[config.mk]
export PLATFORM = sky130hd
export DESIGN_NAME = uart_rx_os16
export DESIGN_NICKNAME = d
export VERILOG_FILES = /design/src/rtl/uart_rx_os16.sv
export SDC_FILE = /design/constraint.sdc
export NUM_CORES = 1
export LEC_CHECK = 0
export BUFFER_PORTS_ARGS = -buffer_cell sky130_fd_sc_hd__buf_2
export CAP_MARGIN = 40
export CELL_PAD_IN_SITES_DETAIL_PLACEMENT = 2
export CELL_PAD_IN_SITES_GLOBAL_PLACEMENT = 2
export CORE_UTILIZATION = 40
export CTS_CLUSTER_SIZE = 30
export DETAILED_ROUTE_END_ITERATION = 8
export PLACE_DENSITY_LB_ADDON = 0.1
export SYNTH_ARGS = -nofsm -noshare
export SYNTH_HDL_FRONTEND = slang
export SYNTH_SLANG_ARGS = --single-unit
[constraint.sdc]
create_clock -name clk -period 2.2 [get_ports clk]
set_input_delay 0.33 -clock clk [delete_from_list [all_inputs] [get_ports clk]]
set_output_delay 0.33 -clock clk [all_outputs]
set_load 0.01 [all_outputs]
[src/rtl/uart_rx_os16.sv]
// -----------------------------------------------------------------------------
// uart_rx_os16
// UART receiver using 16x oversampling. The serial line is synchronized,
// a falling edge on the idle line starts a frame, and every bit is resolved
// by a 2-of-3 majority vote of oversamples 7, 8 and 9. Data arrives LSB
// first. The result and its error flags are reported with a one-cycle
// rx_valid pulse at the middle of the last stop bit. The receiver returns
// to IDLE at that point, so a frame that follows with no idle gap is caught.
//
// Optional feature macro: UART_RX_PARITY_EN
//   defined   : one EVEN parity bit follows the data; a mismatch sets parity_err
//   undefined : no parity bit is expected and parity_err is tied low
//
// Parameters
//   CLK_HZ       input clock frequency in Hz
//   BIT_RATE     serial bit rate in bit/s
//   PAYLOAD_BITS data bits per frame (5..9)
//   STOP_BITS    stop bits checked per frame (1 or 2)
//
// Ports
//   clk        sole clock, rising edge
//   rst_n      asynchronous active-low reset
//   uart_rx_in asynchronous serial line, idle high
//   rx_data    last received payload
//   rx_valid   one-cycle pulse: rx_data and the error flags are fresh
//   frame_err  a stop bit was sampled low in the reported frame
//   parity_err parity mismatch in the reported frame
//   break_det  line held low for a whole frame; clears on the next high sample
//   rx_busy    high whenever the receiver is not in IDLE
// -----------------------------------------------------------------------------
module uart_rx_os16 #(
  parameter int CLK_HZ       = 50_000_000,
  parameter int BIT_RATE     = 9600,
  parameter int PAYLOAD_BITS = 8,
  parameter int STOP_BITS    = 1
) (
  input  logic                    clk,
  input  logic                    rst_n,
  input  logic                    uart_rx_in,
  output logic [PAYLOAD_BITS-1:0] rx_data,
  output logic                    rx_valid,
  output logic                    frame_err,
  output logic                    parity_err,
  output logic                    break_det,
  output logic                    rx_busy
);

  localparam int OS_DIV = CLK_HZ / (BIT_RATE * 16);
  localparam int DIV_W  = (OS_DIV > 1) ? $clog2(OS_DIV) : 1;

  typedef enum logic [2:0] {
    IDLE,
    START,
    DATA,
    PARITY,
    STOP
  } state_e;

  logic                    rxMeta_q, rxSync_q, rxPrev_q;
  logic [1:0]              syncLive_q;
  logic [DIV_W-1:0]        divCnt_q, divCnt_d;
  state_e                  state_q, state_d;
  logic [3:0]              sampleCnt_q, sampleCnt_d;
  logic [3:0]              bitIdx_q, bitIdx_d;
  logic                    stopIdx_q, stopIdx_d;
  logic                    s7_q, s7_d, s8_q, s8_d;
  logic [PAYLOAD_BITS-1:0] shift_q, shift_d;
  logic                    frameAcc_q, frameAcc_d;
  logic [PAYLOAD_BITS-1:0] rxData_q, rxData_d;
  logic                    rxValid_q, rxValid_d;
  logic                    frameErr_q, frameErr_d;
  logic                    breakDet_q, breakDet_d;
`ifdef UART_RX_PARITY_EN
  logic                    parityAcc_q, parityAcc_d;
  logic                    parityErr_q, parityErr_d;
`endif

  logic tick, majority, startEdge, frameErrNow;

  assign tick        = (divCnt_q == DIV_W'(OS_DIV - 1));
  assign majority    = (s7_q & s8_q) | (s7_q & rxSync_q) | (s8_q & rxSync_q);
  // rxPrev_q is only ever 1 after a real high sample, so the reset value of
  // the synchronizer can never look like a falling edge after reset release.
  assign startEdge   = rxPrev_q & ~rxSync_q;
  assign frameErrNow = frameAcc_q | ~majority;

  // Next-state logic: tick divider, frame FSM, and output capture.
  always_comb begin
    divCnt_d    = tick ? '0 : divCnt_q + DIV_W'(1);
    state_d     = state_q;
    sampleCnt_d = sampleCnt_q;
    bitIdx_d    = bitIdx_q;
    stopIdx_d   = stopIdx_q;
    s7_d        = s7_q;
    s8_d        = s8_q;
    shift_d     = shift_q;
    frameAcc_d  = frameAcc_q;
    rxData_d    = rxData_q;
    rxValid_d   = 1'b0;
    frameErr_d  = frameErr_q;
    breakDet_d  = breakDet_q & ~rxSync_q;
`ifdef UART_RX_PARITY_EN
    parityAcc_d = parityAcc_q;
    parityErr_d = parityErr_q;
`endif

    if (state_q != IDLE && tick) begin
      sampleCnt_d = sampleCnt_q + 4'd1;
      if (sampleCnt_q == 4'd7) s7_d = rxSync_q;
      if (sampleCnt_q == 4'd8) s8_d = rxSync_q;
    end

    case (state_q)
      IDLE: begin
        if (startEdge && !breakDet_q) begin
          state_d     = START;
          sampleCnt_d = 4'd0;
          frameAcc_d  = 1'b0;
        end
      end

      START: begin
        if (tick) begin
          if (sampleCnt_q == 4'd9 && majority) begin
            state_d     = IDLE;
            sampleCnt_d = 4'd0;
          end else if (sampleCnt_q == 4'd15) begin
            state_d  = DATA;
            bitIdx_d = 4'd0;
          end
        end
      end

      DATA: begin
        if (tick) begin
          if (sampleCnt_q == 4'd9) begin
            shift_d = {majority, shift_q[PAYLOAD_BITS-1:1]};
          end else if (sampleCnt_q == 4'd15) begin
            if (bitIdx_q == 4'(PAYLOAD_BITS - 1)) begin
`ifdef UART_RX_PARITY_EN
              state_d   = PARITY;
`else
              state_d   = STOP;
`endif
              stopIdx_d = 1'b0;
            end else begin
              bitIdx_d = bitIdx_q + 4'd1;
            end
          end
        end
      end

`ifdef UART_RX_PARITY_EN
      PARITY: begin
        if (tick) begin
          // Even parity: data bits plus parity bit must have an even count of ones.
          if (sampleCnt_q == 4'd9) begin
            parityAcc_d = (^shift_q) ^ majority;
          end else if (sampleCnt_q == 4'd15) begin
            state_d = STOP;
          end
        end
      end
`endif

      STOP: begin
        if (tick) begin
          if (sampleCnt_q == 4'd9) begin
            if (stopIdx_q == 1'(STOP_BITS - 1)) begin
              // Report at mid stop bit and leave at once so a following
              // start edge is not missed.
              rxValid_d   = 1'b1;
              rxData_d    = shift_q;
              frameErr_d  = frameErrNow;
`ifdef UART_RX_PARITY_EN
              parityErr_d = parityAcc_q;
`endif
              if (frameErrNow && (shift_q == '0)) breakDet_d = 1'b1;
              state_d     = IDLE;
              sampleCnt_d = 4'd0;
            end else begin
              frameAcc_d = frameErrNow;
            end
          end else if (sampleCnt_q == 4'd15) begin
            stopIdx_d = 1'b1;
          end
        end
      end

      default: begin
        state_d     = IDLE;
        sampleCnt_d = 4'd0;
      end
    endcase
  end

  // State and datapath registers, plus the two-flop line synchronizer.
  always_ff @(posedge clk or negedge rst_n) begin
    if (!rst_n) begin
      rxMeta_q    <= 1'b1;
      rxSync_q    <= 1'b1;
      syncLive_q  <= 2'b00;
      rxPrev_q    <= 1'b0;
      divCnt_q    <= '0;
      state_q     <= IDLE;
      sampleCnt_q <= 4'd0;
      bitIdx_q    <= 4'd0;
      stopIdx_q   <= 1'b0;
      s7_q        <= 1'b1;
      s8_q        <= 1'b1;
      shift_q     <= '0;
      frameAcc_q  <= 1'b0;
      rxData_q    <= '0;
      rxValid_q   <= 1'b0;
      frameErr_q  <= 1'b0;
      breakDet_q  <= 1'b0;
`ifdef UART_RX_PARITY_EN
      parityAcc_q <= 1'b0;
      parityErr_q <= 1'b0;
`endif
    end else begin
      rxMeta_q    <= uart_rx_in;
      rxSync_q    <= rxMeta_q;
      syncLive_q  <= {syncLive_q[0], 1'b1};
      rxPrev_q    <= rxSync_q & syncLive_q[1];
      divCnt_q    <= divCnt_d;
      state_q     <= state_d;
      sampleCnt_q <= sampleCnt_d;
      bitIdx_q    <= bitIdx_d;
      stopIdx_q   <= stopIdx_d;
      s7_q        <= s7_d;
      s8_q        <= s8_d;
      shift_q     <= shift_d;
      frameAcc_q  <= frameAcc_d;
      rxData_q    <= rxData_d;
      rxValid_q   <= rxValid_d;
      frameErr_q  <= frameErr_d;
      breakDet_q  <= breakDet_d;
`ifdef UART_RX_PARITY_EN
      parityAcc_q <= parityAcc_d;
      parityErr_q <= parityErr_d;
`endif
    end
  end

  assign rx_data   = rxData_q;
  assign rx_valid  = rxValid_q;
  assign frame_err = frameErr_q;
  assign break_det = breakDet_q;
  assign rx_busy   = (state_q != IDLE);
`ifdef UART_RX_PARITY_EN
  assign parity_err = parityErr_q;
`else
  assign parity_err = 1'b0;
`endif

endmodule

== Word-level counts from Yosys, hierarchy flattened ==
Index checks and enable logic that the tools add are counted.
Word-level totals
  register bits after elaboration: 48
  input bits: 3
  output and inout port bits: 13
  logic and storage cells: 127
Operators by class
  add/sub/neg operators: 3
  eq/ne operators: 25
  multiplexer cells: 51
  bitwise gates (word level): 12
  reduce and logical (&&, ||, !) cells: 19
Operators with widths (number)
  4-bit 2-to-1 mux: 14
  3-bit 2-to-1 mux: 11
  2-bit != test, second input constant: 15
  1-bit 2-to-1 mux: 20
  4-bit one-hot mux with 4 select lines: 1
  8-bit AND reduction: 2
  4-bit == test, second input constant: 3
  3-bit one-hot mux with 4 select lines: 1
  10-bit AND reduction: 1
  9-bit by 1-bit adder with 9-bit output, second input constant: 1
  9-bit == test, second input constant: 1
  9-bit 2-to-1 mux: 1
  4-bit by 1-bit adder with 4-bit output, second input constant: 2
  4-bit by 3-bit == test with 1-bit output, second input constant: 2
  8-bit zero test: 1
  4-bit one-hot mux with 2 select lines: 1
  1-bit bitwise AND: 6
  2-bit nonzero test: 3
  5-bit AND reduction: 1
  1-bit logical AND: 4
  1-bit one-hot mux with 2 select lines: 2
  2-bit AND reduction: 2
  4-bit AND reduction: 1
  3-bit by 1-bit == test with 1-bit output, second input constant: 1
  other kinds (9): 13

== Depth between registers and ports, before layout ==
Gate-level depths: netlist (run 1).
  word-level depth: 11
  mapped depth: 8
  gate-level depth less buffers: 7

== Least setup slack after synthesis (run 1) ==
Ideal clock, no wire load.
  path kind: reg-to-reg
  start: register state_q[0]
  end: register bitIdx_q[3]
  library setup time: 0.069 ns
  data arrival time: 1.911 ns
  data required time: 2.131 ns
  path slack: 0.220 ns
  cell stages (with the launch flop): 8
  path buffers: 2
  period minus slack after synthesis: 1.980 ns
  cell sequence: dfrtp_1 > buf_6 > or3b_1 > buf_6 > a311oi_2 > o21ai_2 > or4_1 > nand3_1
On the way
  word-level cells in the longest chain between the ends: 3
  elaborated cells between the ends (all ways): 12
RTL lines
  start: declaration: line 62  | state_e state_q, state_d;
  start signal: assignment: line 227  | state_q <= state_d;
  3-bit by 2-bit == test with 1-bit output or 3-bit by 1-bit == test with 1-bit output (tied branches): line 113  | case (state_q)
  2-bit != test (no line) or 2-bit nonzero test (tied branches)
  8-bit AND reduction (no line)
  end signal: assignment: line 229  | bitIdx_q <= bitIdx_d;
  end: declaration: line 64  | logic [3:0] bitIdx_q, bitIdx_d;
Parallel ways exist; a longest one is shown, timed or not.
A chain may end at the register's enable or synchronous reset.

== Worst setup path after layout (run 1) ==
  start: register state_q[2]
  end: register bitIdx_q[3]
The elaborated chain is that of the path after synthesis.

==> results of run 1 <==
==> flip-flops by register name, summed over array words and instances (netlist names) <==
name,cells
bitIdx_q,4
break_det,1
divCnt_q,9
frameAcc_q,1
frame_err,1
rxMeta_q,1
rxPrev_q,1
rxSync_q,1
rx_data,8
rx_valid,1
s7_q,1
s8_q,1
sampleCnt_q,4
shift_q,8
state_q,3
stopIdx_q,1
syncLive_q,2
==> worst max path at each step <==
stage,startpoint,end,cells after the start
detailed placement,divCnt_q[5]$_DFF_PN0_,sampleCnt_q[0]$_DFF_PN0_,6
global placement,divCnt_q[5]$_DFF_PN0_,bitIdx_q[3]$_DFFE_PN0P_,5
finish,state_q[2]$_DFFE_PN0P_,bitIdx_q[3]$_DFFE_PN0P_,5
global route,divCnt_q[0]$_DFF_PN0_,s7_q$_DFFE_PN1P_,8
CTS,divCnt_q[5]$_DFF_PN0_,sampleCnt_q[0]$_DFF_PN0_,6
floorplan,state_q[0]$_DFFE_PN0P_,bitIdx_q[3]$_DFFE_PN0P_,7
==> layout by cell type (no fill, tap or decap), types with 2 or more instances in the layout <==
master,Yosys,routed
o21ai_0,6,6
a41oi_1,2,2
nor2_1,17,17
and3_1,3,3
conb_1,2,2
mux2i_1,2,2
nor4_1,2,2
nand2b_1,3,3
inv_1,8,8
or2_2,2,2
nand3_1,11,11
clkbuf_8,0,6
xnor2_1,4,4
dfstp_2,4,4
nand4_1,2,2
a21oi_1,3,3
ha_1,6,6
dfrtp_1,44,44
buf_2,2,14
nand2_1,8,8
buf_4,2,16
mux2_2,19,19
nor3_1,6,6
nor3b_1,4,4
nand4b_1,2,2
xor2_1,6,6
==> timing repair <==
item / in CTS / in global routing
endpoints found under the hold margin: 0 / 0
setup buffers: 0 / 4
setup endpoints to repair: 0 / 5
==> metal layers <==
layer	share of wire (%)	GRT usage [%]	up-vias
li1	-	-	732
met1	46	25.5	801
met2	50	34.1	22
met3	2.4	4.29	6
met4	1.5	7.69	0
met5	0	0	-
==> critical path, delay by kind of cell, from the launching register on <==
family           cells  cell delay (ns)
AO/OA/AOI/OAI        2             0.49
flip-flops           1             0.51
AND/OR/NAND/NOR      3             1.04
==> power groups by stage <==
stage	Clock [W]	Combinational (W)	Sequential [W]
global route	0.000721	0.000255	0.000922
detailed placement	0	0.000226	0.000936
floorplan	0	0.000149	0.000918
finish	0.000671	0.000232	0.000920
global placement	0	0.000213	0.000934
CTS	0.000698	0.000234	0.000919
==> per-stage QoR <==
stage / TNS, ns / setup slack [ns]
after floorplan: 0 / 0.220
after global placement: 0 / 0.162
after detailed placement: 0 / 0.0719
after CTS: 0 / 0.0273
after global routing: -0.0156 / -0.0156
final: 0 / 0.0885
==> kinds of logic (layout without fill, tap and decap cells) <==
group / count (synthesis) / after routing
XOR/XNOR: 10 / 10
buffers and inverters: 15 / 46
other: 2 / 2
AO/OA/AOI/OAI: 20 / 20
multiplexers: 21 / 21
AND/OR/NAND/NOR: 70 / 70
adder cells (fa/ha/maj): 7 / 7
flip-flops: 48 / 48
==> layout make-up <==
type,count,area share [%]
Clock buffer,6,3.18
Timing Repair Buffer,30,7.33
Multi-Input combinational cell,130,37.0
Inverter,8,1.16
Sequential cell,48,46.5
Tap cell,70,3.38
Clock inverter,2,1.50
==> out/qor.csv, run 1 <==
stage;metric;value;unit
power_and_ir_drop;Peak supply drop;0.443;mV
hold_path;hold depth;1;
power_and_ir_drop;Comb pwr share;12.7;%
hold_path;hold path startpoint;uart_rx_in;
sta;final setup vio count;0;
route;Via density;5.31;
setup_path;Worst path slowest cell;dfrtp_1;
power_and_ir_drop;Leak;1.26;nW
cts;worst skew pair latency;0.31;ns
power_and_ir_drop;sequential fraction of design power;50.5;%
layout;Final Non-Filler Cells;294;
power_and_ir_drop;switching portion of total power;25.1;%
global_route;vias in the first global route;1775;
placed_design;Routability Congestion;0.800;
synthesis;mux contribution to synthesized area;10.4;%
cts;clock sink total;48;
setup_path;Crit Path Max Fanout;9;
global_route;largest net degree at the start of global routing;49;
power_and_ir_drop;clock network power share;36.8;%
synthesis;Synth Instances;193;
route;drt wl/cell;18.6;um
die;Site Rows;26;
synthesis;FFs w/ async S/R, synth;100;%
sta;Final min period;2.11;ns
run;Max-cap violations;0;
route;via count;1561;
die;die area;5920;um^2
synthesis;largest area contributor in the synthesized netlist;dfrtp_1;
die;core footprint;5270;um^2
synthesis;Netlist cell types;47;
cts;Reg clk slew, reported paths;0.08;ns
route;antenna-violating nets left;0;
synthesis;Synth Area in Compound Gates;6.35;%
cts;CTS root buf;clkbuf_8;
sta;max-slew violation count;0;
synthesis;post-synth top area share;49.0;%
route;Total Wirelength;5.45;mm
setup_path;worst r2r src;state_q[2]$_DFFE_PN0P_;
sta;skew final;0.00845;ns
synthesis;Synth Area in Simple Gates;17.9;%
layout;Storage cell area;1210;um^2
global_route;gr ovfl total;0;
hold_path;Hold Path Sink;rxMeta_q$_DFF_PN1_;
setup_path;crit path cell chain;or3b_1, a311oi_2, o21ai_2, or4_1, nand3_1;
setup_path;crit path DAT;2.36;ns
cts;total CTS buffers;5;
power_and_ir_drop;internal power;0.00136;W
hold_path;HP Class;input port to flip-flop;
layout;final instance area;2590;um^2
route;drt drc;0;
power_and_ir_drop;Psw;0.000458;W
setup_path;flop2flop setup slack;0.09;ns
route;iteration-0 DRC count of the detailed router;48;
synthesis;FF+latch count, synth;48;
global_route;GRT Overall Usage;20.3;%
setup_path;RR Endpoint;bitIdx_q[3]$_DFFE_PN0P_;
setup_path;slowest stage delay, CP;0.51;ns
layout;area grow syn2layout;15.5;%
cts;number of gates resized after cts;0;
synthesis;Post-Synth Adder-Cell Area;3.79;%
cts;CTS max path bufs;2;
die;die extent in x;76.9;um
route;TritonRoute pass-1 iters;4;
layout;Multi-input gate area;958;um^2
setup_path;Worst R2R Path Depth;5;
layout;diode count;0;
power_and_ir_drop;PwrDens;703;nW/um^2
die;die span in y;76.9;um
setup_path;CP Capture Type;flip-flop;
sta;final hold vios;0;
cts;H-Tree Depth;2;
synthesis;yosys synthesis warning count;0;
sta;final hold slack;0.113;ns
synthesis;Area contributors post-synth;dfrtp_1, mux2_2, dfstp_2, ha_1, nor2_1;
synthesis;Avg Inst Size Synth;11.6;um^2
sta;Least-Margin Pin Slew;0.623;ns
synthesis;Post-synth top cells;dfrtp_1, mux2_2, nor2_1;
layout;final core utilization;49.2;%
synthesis;syn nets;202;
placed_design;port bufs;14;
placed_design;placed wire-length estimate;3.69;mm
layout;fill cell count;566;
power_and_ir_drop;Pwr Total;0.00182;W
status;outcome;complete, no violations;
sta;Slew HR;58.5;%
global_route;initial antenna violation count;0;
die;I/O pin count;16;
sta;period utilization;96.0;%
cts;CTS tree;done;
die;Starting Density;42.6;%
synthesis;Main synth FF type;dfrtp_1;
layout;layout cells sized above 1;31.3;%
synthesis;Post-synth EDFFs;0;
setup_path;Setup CP Type;flip-flop to flip-flop;
global_route;first-pass GRT wire length;9.16;mm
placed_design;DP Area;2440;um^2
sta;Fmax;0.474;GHz
layout;Final nets;232;
placed_design;Placed Cells;282;
synthesis;Cell Area, Synth;2250;um^2
synthesis;Post-Synth XOR/XNOR Area;3.90;%
cts;hold_buf cts;0;
setup_path;CP startpoint kind;flip-flop;
synthesis;main combinational cell family by area after synthesis;simple AND/OR/NAND/NOR gates;
synthesis;sequential share of the synthesized area;53.7;%
synthesis;most common cell in the synthesized netlist;dfrtp_1;
setup_path;worst endpoint required time;2.45;ns
No activity file was read; power rests on OpenSTA's default activity.
==> run 2: changes to the inputs <==
--- a/config.mk
+++ b/config.mk
@@ -9,9 +9,12 @@
 export CAP_MARGIN = 40
 export CELL_PAD_IN_SITES_DETAIL_PLACEMENT = 2
 export CELL_PAD_IN_SITES_GLOBAL_PLACEMENT = 2
+export CORE_MARGIN = 2
 export CORE_UTILIZATION = 40
 export CTS_CLUSTER_SIZE = 30
 export DETAILED_ROUTE_END_ITERATION = 8
+export GPL_TIMING_DRIVEN = 0
+export HOLD_SLACK_MARGIN = 0.02
 export PLACE_DENSITY_LB_ADDON = 0.1
 export SYNTH_ARGS = -nofsm -noshare
 export SYNTH_HDL_FRONTEND = slang
==> run 2 against run 1 <==
Sequential power decreased by 2%. Critical path depth unchanged. Sequential share of layout area increased by 0.14 points. Global-route usage decreased by 2.0 points. Hold slack got worse by 0.092 ns. Cell area decreased by 0.29%. Non-clock buffer count decreased by 5. Flip-flop and latch count unchanged. Register-to-register slack about the same. Largest cell class unchanged. Highest routed layer unchanged.
==> out/qor.csv, run 2 (synthesis gave the netlist of run 1 again) <==
stage;metric;value;unit;change
sta;period utilization;95.6;%;-0.39 points
power_and_ir_drop;Comb pwr share;13.2;%;+0.5 points
die;die area;6230;um^2;+5.3%
global_route;met1 global-route usage;22.8;%;-2.7 points
placed_design;Routability Congestion;0.809;;+1.1%
setup_path;CP delay by family, top;simple AND/OR/NAND/NOR gates;;
layout;fill cell count;583;;+3.0%
global_route;largest net degree at the start of global routing;26;;-47%
die;die span in y;78.9;um;+2.6%
power_and_ir_drop;Leak;1.24;nW;-1.6%
power_and_ir_drop;switching portion of total power;25.2;%;+0.11 points
cts;hold_buf cts;0;;unchanged
sta;max-slew violation count;0;;unchanged
run;Max-cap violations;0;;unchanged
sta;Slew HR;59.3;%;+0.76 points
die;I/O pin count;16;;unchanged
die;die extent in x;78.9;um;+2.6%
power_and_ir_drop;internal power;0.00136;W;-0.38%
cts;CTS max path bufs;2;;unchanged
setup_path;crit path cell chain;or4b_4, nor2_4, nand3_1, nor3b_1, mux2_2;;
setup_path;CP Capture Type;flip-flop;;
power_and_ir_drop;PwrDens;703;nW/um^2;about the same
sta;skew final;0.00721;ns;-0.00124 ns
global_route;initial antenna violation count;0;;unchanged
status;outcome;complete, no violations;;
layout;commonest non-fill, non-tap cells in the layout;dfrtp_1, mux2_2, buf_2, nor2_1, nand3_1;;
route;via count;1567;;+0.38%
power_and_ir_drop;clock network power share;37.1;%;+0.3 points
layout;area grow syn2layout;15.2;%;
route;antenna-violating nets left;0;;unchanged
setup_path;slowest stage delay, CP;0.61;ns;+0.10 ns
layout;final instance area;2590;um^2;-0.29%
placed_design;placed wire-length estimate;3.74;mm;+1.2%
route;Via density;5.38;;+1.4%
cts;clock sink total;48;;unchanged
global_route;first-pass GRT wire length;8.89;mm;-3.0%
hold_path;HP Class;input port to asynchronous set/reset pin;;
sta;final hold vios;0;;unchanged
route;TritonRoute pass-1 iters;4;;unchanged
setup_path;Setup crit start;divCnt_q[5]$_DFF_PN0_;;
die;Site Rows;27;;+3.8%
setup_path;worst r2r src;divCnt_q[5]$_DFF_PN0_;;
die;core footprint;5470;um^2;+3.8%
global_route;gr ovfl total;0;;unchanged
sta;final setup TNS;0;ns;unchanged
placed_design;port bufs;14;;unchanged
route;iteration-0 DRC count of the detailed router;37;;-23%
layout;layout cells sized above 1;31.1;%;-0.20 points
layout;diode count;0;;unchanged
sta;Fmax;0.476;GHz;+0.41%
setup_path;Setup CP Type;flip-flop to flip-flop;;
sta;Least-Margin Pin Slew;0.610;ns;-0.0127 ns
global_route;GRT met3 Usage;3.52;%;-0.76 points
cts;total CTS buffers;5;;unchanged
layout;most common cell after layout, fill and taps aside;dfrtp_1;;
cts;worst skew pair latency;0.30;ns;about the same
layout;Final nets;227;;-2.2%
power_and_ir_drop;sequential fraction of design power;49.7;%;-0.8 points
power_and_ir_drop;Peak supply drop;0.517;mV;+17%
cts;CTS root buf;clkbuf_8;;
route;drt wl/cell;18.0;um;-3.0%
global_route;GR peak layer;met2;;
sta;Final min period;2.10;ns;-0.00867 ns
global_route;Global Route met2 Usage;32.9;%;-1.2 points
global_route;GRT Overall Usage;18.3;%;-2.0 points
setup_path;Crit Path Max Fanout;7;;-2
layout;Largest register FFs;9;;unchanged
power_and_ir_drop;Psw;0.000459;W;+0.21%
setup_path;CP startpoint kind;flip-flop;;
layout;Biggest register;divCnt_q;;
route;Total Wirelength;5.24;mm;-3.9%
setup_path;CP bufs+invs;0;;unchanged
global_route;vias in the first global route;1772;;-0.17%
setup_path;crit path DAT;2.34;ns;-0.02 ns
cts;Reg clk slew, reported paths;0.09;ns;about the same
setup_path;worst endpoint required time;2.43;ns;-0.02 ns
setup_path;Worst path slowest cell;or4b_4;;
placed_design;DP Area;2430;um^2;-0.67%
cts;CTS tree;done;;
route;drt drc;0;;unchanged
sta;final setup vio count;0;;unchanged
die;Starting Density;41.0;%;-1.6 points
cts;H-Tree Depth;2;;unchanged
-- run 2: what timing repair did --
action	CTS	global route
setup endpoints to repair	18	11
buffers inserted	1	2
pin swaps	1	1
gates resized for setup	2	3
-- run 2: per-layer routing --
layer  share of wire, %  up-vias  wire length, um
met3                2.2        4              116
met1                 43      821             2270
li1                   -      723                -
met2                 54       19             2810
met5                  0        -                0
met4               0.78        0               41
-- run 2: final timing paths --
kind / endpoint / slack (ns) / cells after the start
setup / recovery: s7_q$_DFFE_PN1P_ / 0.1 / 5
hold / removal: sampleCnt_q[0]$_DFF_PN0_ / 0.02 / 1
setup reg to reg: s7_q$_DFFE_PN1P_ / 0.1 / 5
hold reg to reg: syncLive_q[1]$_DFF_PN0_ / 0.36 / 0
max in group asynchronous: rx_data[7]$_DFFE_PN0P_ / 1.64 / 2
min in group clk: rxMeta_q$_DFF_PN1_ / 0.12 / 1
-- run 2: power by group through the flow --
stage / clock network [W] / logic, W / registers (W)
2_1_floorplan: 0 / 0.000149 / 0.000918
3_3_place_gp: 0 / 0.000208 / 0.000919
3_5_place_dp: 0 / 0.000225 / 0.000921
4_1_cts: 0.000692 / 0.000234 / 0.000904
5_1_grt: 0.000730 / 0.000268 / 0.000905
6_report: 0.000674 / 0.000240 / 0.000904
-- run 2: cell type report --
cell class / count / area, um^2 / share of cell area, %
clock buffers: 6 / 82.6 / 3.19
inverters: 8 / 30.0 / 1.16
clock inverters: 2 / 38.8 / 1.50
well taps: 72 / 90.1 / 3.48
multi-input cells: 130 / 973 / 37.6
flip-flops and latches: 48 / 1210 / 46.6
plain buffers: 7 / 52.6 / 2.03
repair buffers: 18 / 113 / 4.35
-- run 2: per-stage QoR --
stage	cells	hold WS (ns)	total power [W]	utilization, %	setup slack [ns]
2_1_floorplan	193	0.0344	0.00107	-	0.220
3_3_place_gp	279	0.334	0.00113	44.0	0.0292
3_5_place_dp	280	0.338	0.00115	44.3	-0.0135
4_1_cts	289	0.0413	0.00183	46.8	0.0232
5_1_grt	291	0.0558	0.00190	47.3	-0.00918
6_report	291	0.0211	0.00182	47.3	0.0972
-- run 2: worst register-to-register path, stage by stage, from the launching register on --
cell and delay (ns):
dfrtp_1 0.43, or4b_4 0.61, nor2_4 0.25, nand3_1 0.13, nor3b_1 0.25, mux2_2 0.36
==> run 3: changes to the inputs <==
--- a/config.mk
+++ b/config.mk
@@ -5,12 +5,13 @@
 export SDC_FILE = /design/constraint.sdc
 export NUM_CORES = 1
 export LEC_CHECK = 0
+export ABC_AREA = 1
 export BUFFER_PORTS_ARGS = -buffer_cell sky130_fd_sc_hd__buf_2
 export CAP_MARGIN = 40
 export CELL_PAD_IN_SITES_DETAIL_PLACEMENT = 2
 export CELL_PAD_IN_SITES_GLOBAL_PLACEMENT = 2
 export CORE_MARGIN = 2
-export CORE_UTILIZATION = 40
+export CORE_UTILIZATION = 36
 export CTS_CLUSTER_SIZE = 30
 export DETAILED_ROUTE_END_ITERATION = 8
 export GPL_TIMING_DRIVEN = 0
==> run 3 against run 2 <==
The run now ends with design-rule violations left. Critical path depth is the same. Hold slack gained 0.099 ns. Cell count grew 32%. Die area grew 18%. Routed wire length up 6.0%. Combinational power is 59% higher. Sequential share of layout area shrank 1.7 points. Power up 1.9%. Clock power fell by 22%. Maximum frequency grew 16%. Critical path type is now flip-flop to output port. Critical endpoint is now rx_busy.
==> out/qor.csv, run 3 <==
stage;metric;value;unit;change
route;Via density;4.91;;-8.7%
status;failing checks;design-rule violations;;
placed_design;Routability Congestion;0.713;;-12%
synthesis;Avg Inst Size Synth;8.47;um^2;-27%
cts;number of gates resized after cts;0;;-2
route;drt drc;2;;+2
route;drt wl/cell;14.4;um;-20%
power_and_ir_drop;internal power;0.00126;W;-7.5%
global_route;first-pass GRT wire length;9.91;mm;+11%
run;Max-cap violations;0;;unchanged
layout;commonest non-fill, non-tap cells in the layout;nand2_1, inv_1, dfrtp_1;;
synthesis;syn nets;293;;+45%
layout;layout cells sized above 1;18.8;%;-12 points
synthesis;yosys synthesis warning count;0;;unchanged
sta;skew final;0.00744;ns;+0.000228 ns
setup_path;crit path DAT;1.49;ns;-0.85 ns
power_and_ir_drop;Leak;1.48;nW;+19%
placed_design;Placed Cells;376;;+34%
sta;final hold vios;0;;unchanged
global_route;GR peak layer;met2;;
die;die area;7350;um^2;+18%
power_and_ir_drop;switching portion of total power;32.1;%;+6.9 points
global_route;largest net degree at the start of global routing;33;;+27%
cts;CTS root buf;clkbuf_8;;
synthesis;Main synth FF type;dfrtp_1;;
route;Total Wirelength;5.55;mm;+6.0%
layout;diode count;0;;unchanged
cts;H-Tree Depth;2;;unchanged
global_route;GRT Overall Usage;16.9;%;-1.4 points
route;antenna-violating nets left;0;;unchanged
synthesis;Cell Area, Synth;2400;um^2;+7.1%
placed_design;DP Area;2590;um^2;+6.8%
power_and_ir_drop;sequential fraction of design power;51.2;%;+1.5 points
synthesis;Synth Instances;284;;+47%
global_route;met1 global-route usage;21.0;%;-1.8 points
die;core footprint;6420;um^2;+17%
synthesis;Netlist cell types;31;;-34%
power_and_ir_drop;PwrDens;690;nW/um^2;-1.9%
sta;Final min period;1.82;ns;-0.282 ns
sta;Fmax;0.549;GHz;+16%
synthesis;Post-synth top cells;nand2_1, inv_1, dfrtp_1;;
layout;Biggest register;divCnt_q;;
synthesis;FFs w/ async S/R, synth;100;%;unchanged
cts;Reg clk slew, reported paths;0.09;ns;about the same
layout;Largest register FFs;9;;unchanged
cts;CTS tree;done;;
layout;area grow syn2layout;11.7;%;
setup_path;CP Capture Type;output port;;
layout;fill cell count;748;;+28%
synthesis;post-synth top area share;45.8;%;-3.2 points
sta;period utilization;82.7;%;-13 points
placed_design;port bufs;14;;unchanged
global_route;initial antenna violation count;0;;unchanged
sta;final setup TNS;0;ns;unchanged
layout;Multi-input gate area;981;um^2;+0.77%
synthesis;Post-synth EDFFs;0;;unchanged
setup_path;Setup CP Type;flip-flop to output port;;
cts;number of setup buffers added after CTS;0;;-1
synthesis;sequential share of the synthesized area;50.2;%;-3.5 points
sta;final setup vio count;0;;unchanged
synthesis;Area contributors post-synth;dfrtp_1, nand2_1, inv_1, dfstp_2, nor2_1;;
route;TritonRoute pass-1 iters;7;;+3
synthesis;FF+latch count, synth;48;;unchanged
power_and_ir_drop;Peak supply drop;0.299;mV;-42%
hold_path;HP Class;input port to flip-flop;;
route;iteration-0 DRC count of the detailed router;54;;+46%
sta;max-slew violation count;0;;unchanged
global_route;gr ovfl total;0;;unchanged
power_and_ir_drop;Comb pwr share;20.6;%;+7.4 points
placed_design;placed wire-length estimate;4.43;mm;+19%
power_and_ir_drop;Psw;0.000595;W;+30%
die;die span in y;85.7;um;+8.6%
setup_path;slowest stage delay, CP;0.42;ns;-0.19 ns
die;Site Rows;29;;+7.4%
synthesis;largest area contributor in the synthesized netlist;dfrtp_1;;
route;via count;1892;;+21%
cts;worst skew pair latency;0.30;ns;about the same
global_route;Global Route met2 Usage;31.1;%;-1.8 points
synthesis;most common cell in the synthesized netlist;nand2_1;;
layout;Storage cell area;1210;um^2;unchanged
setup_path;Worst path slowest cell;dfrtp_1;;
cts;total CTS buffers;5;;unchanged
status;outcome;complete, but fails checks;;
die;Starting Density;37.4;%;-3.6 points
global_route;vias in the first global route;2070;;+17%
setup_path;crit path cell chain;nor2_1, inv_1, nor2_1, inv_1, buf_2;;
layout;final instance area;2690;um^2;+3.9%
power_and_ir_drop;clock network power share;28.2;%;-8.9 points
cts;CTS max path bufs;2;;unchanged
layout;Final nets;316;;+39%
die;I/O pin count;16;;unchanged
setup_path;CP bufs+invs;3;;+3
sta;RSZ-0062 raised after global routing;false;;
setup_path;Crit Path Max Fanout;5;;-2
cts;clock sink total;48;;unchanged
setup_path;CP delay by family, top;simple AND/OR/NAND/NOR gates;;
setup_path;worst endpoint required time;1.87;ns;-0.56 ns
layout;most common cell after layout, fill and taps aside;nand2_1;;
global_route;GRT met3 Usage;2.89;%;-0.64 points
layout;Final Non-Filler Cells;385;;+32%
setup_path;CP startpoint kind;flip-flop;;
die;die extent in x;85.7;um;+8.6%
-- run 3: layer usage --
metal	vias up	wire length, um
met1	948	2490
met5	-	0
met3	4	105
met2	16	2910
li1	924	-
met4	0	42
-- run 3: final timing paths --
| path | startpoint | endpoint | slack [ns] | depth (start not counted) |
|---|---|---|---|---|
| max in group asynchronous | rst_n | shift_q[6]$_DFFE_PN0P_ | 1.18 | 3 |
| min in group asynchronous | rst_n | divCnt_q[8]$_DFF_PN0_ | 0.51 | 2 |
| min reg2reg | syncLive_q[0]$_DFF_PN0_ | syncLive_q[1]$_DFF_PN0_ | 0.35 | 0 |
| min | uart_rx_in | rxMeta_q$_DFF_PN1_ | 0.12 | 1 |
| max | state_q[1]$_DFFE_PN0P_ | rx_busy | 0.38 | 5 |
| max reg2reg | divCnt_q[0]$_DFF_PN0_ | state_q[1]$_DFFE_PN0P_ | 0.44 | 11 |
-- run 3: per-stage QoR --
stage | worst slack, ns | total power, W | hold WS, ns | utilization [%]
4_1_cts | 0.364 | 0.00190 | 0.105 | 41.8
5_1_grt | 0.212 | 0.00199 | 0.106 | 41.8
2_1_floorplan | 0.695 | 0.00123 | 0.0344 | -
3_3_place_gp | 0.463 | 0.00134 | 0.333 | 40.0
6_report | 0.380 | 0.00185 | 0.120 | 41.8
3_5_place_dp | 0.435 | 0.00136 | 0.296 | 40.3
-- run 3: power groups by stage --
stage,Clock [W],Sequential (W),Combinational [W]
finish,0.000523,0.000948,0.000382
global route,0.000596,0.000954,0.000442
global placement,0,0.000965,0.000377
floorplan,0,0.000956,0.000278
detailed placement,0,0.000967,0.000390
CTS,0.000556,0.000950,0.000395
-- run 3: layout make-up --
cell class | instances | area share (%)
buffer | 3 | 1.12
clock buffer | 6 | 2.70
sequential | 48 | 44.9
timing repair buffer | 16 | 3.73
clock inverter | 2 | 0.466
multi-input combinational | 183 | 36.5
tap | 77 | 3.59
inverter | 50 | 6.99
-- run 3: what timing repair did --
item                                    in CTS  in global routing
hold endpoints to repair                    12                  0
endpoints found under the setup margin       0                  0
hold buffers                                 1                  0
-- run 3: worst register-to-register path, cell delays in order, from the launching register on --
cell	delay (ns)
dfrtp_1	0.41
inv_1	0.09
ha_1	0.18
nand2_1	0.06
nor2_1	0.17
nand2_2	0.13
nand2_1	0.13
nand2_1	0.09
a21oi_2	0.20
nand2_1	0.10
nand2_1	0.07
nand2_1	0.04
-- run 3: logic make-up (layout without fill, tap and decap cells) --
family          after synthesis  after routing  share of synthesized area [%]
simple gates                135            135                           26.9
buf+inv                      53             77                           9.05
flops                        48             48                           50.2
compound gates               36             36                           9.00
fa+ha+maj                     6              6                           3.12
xor+xnor                      4              4                           1.46
other cells                   2              2                          0.312
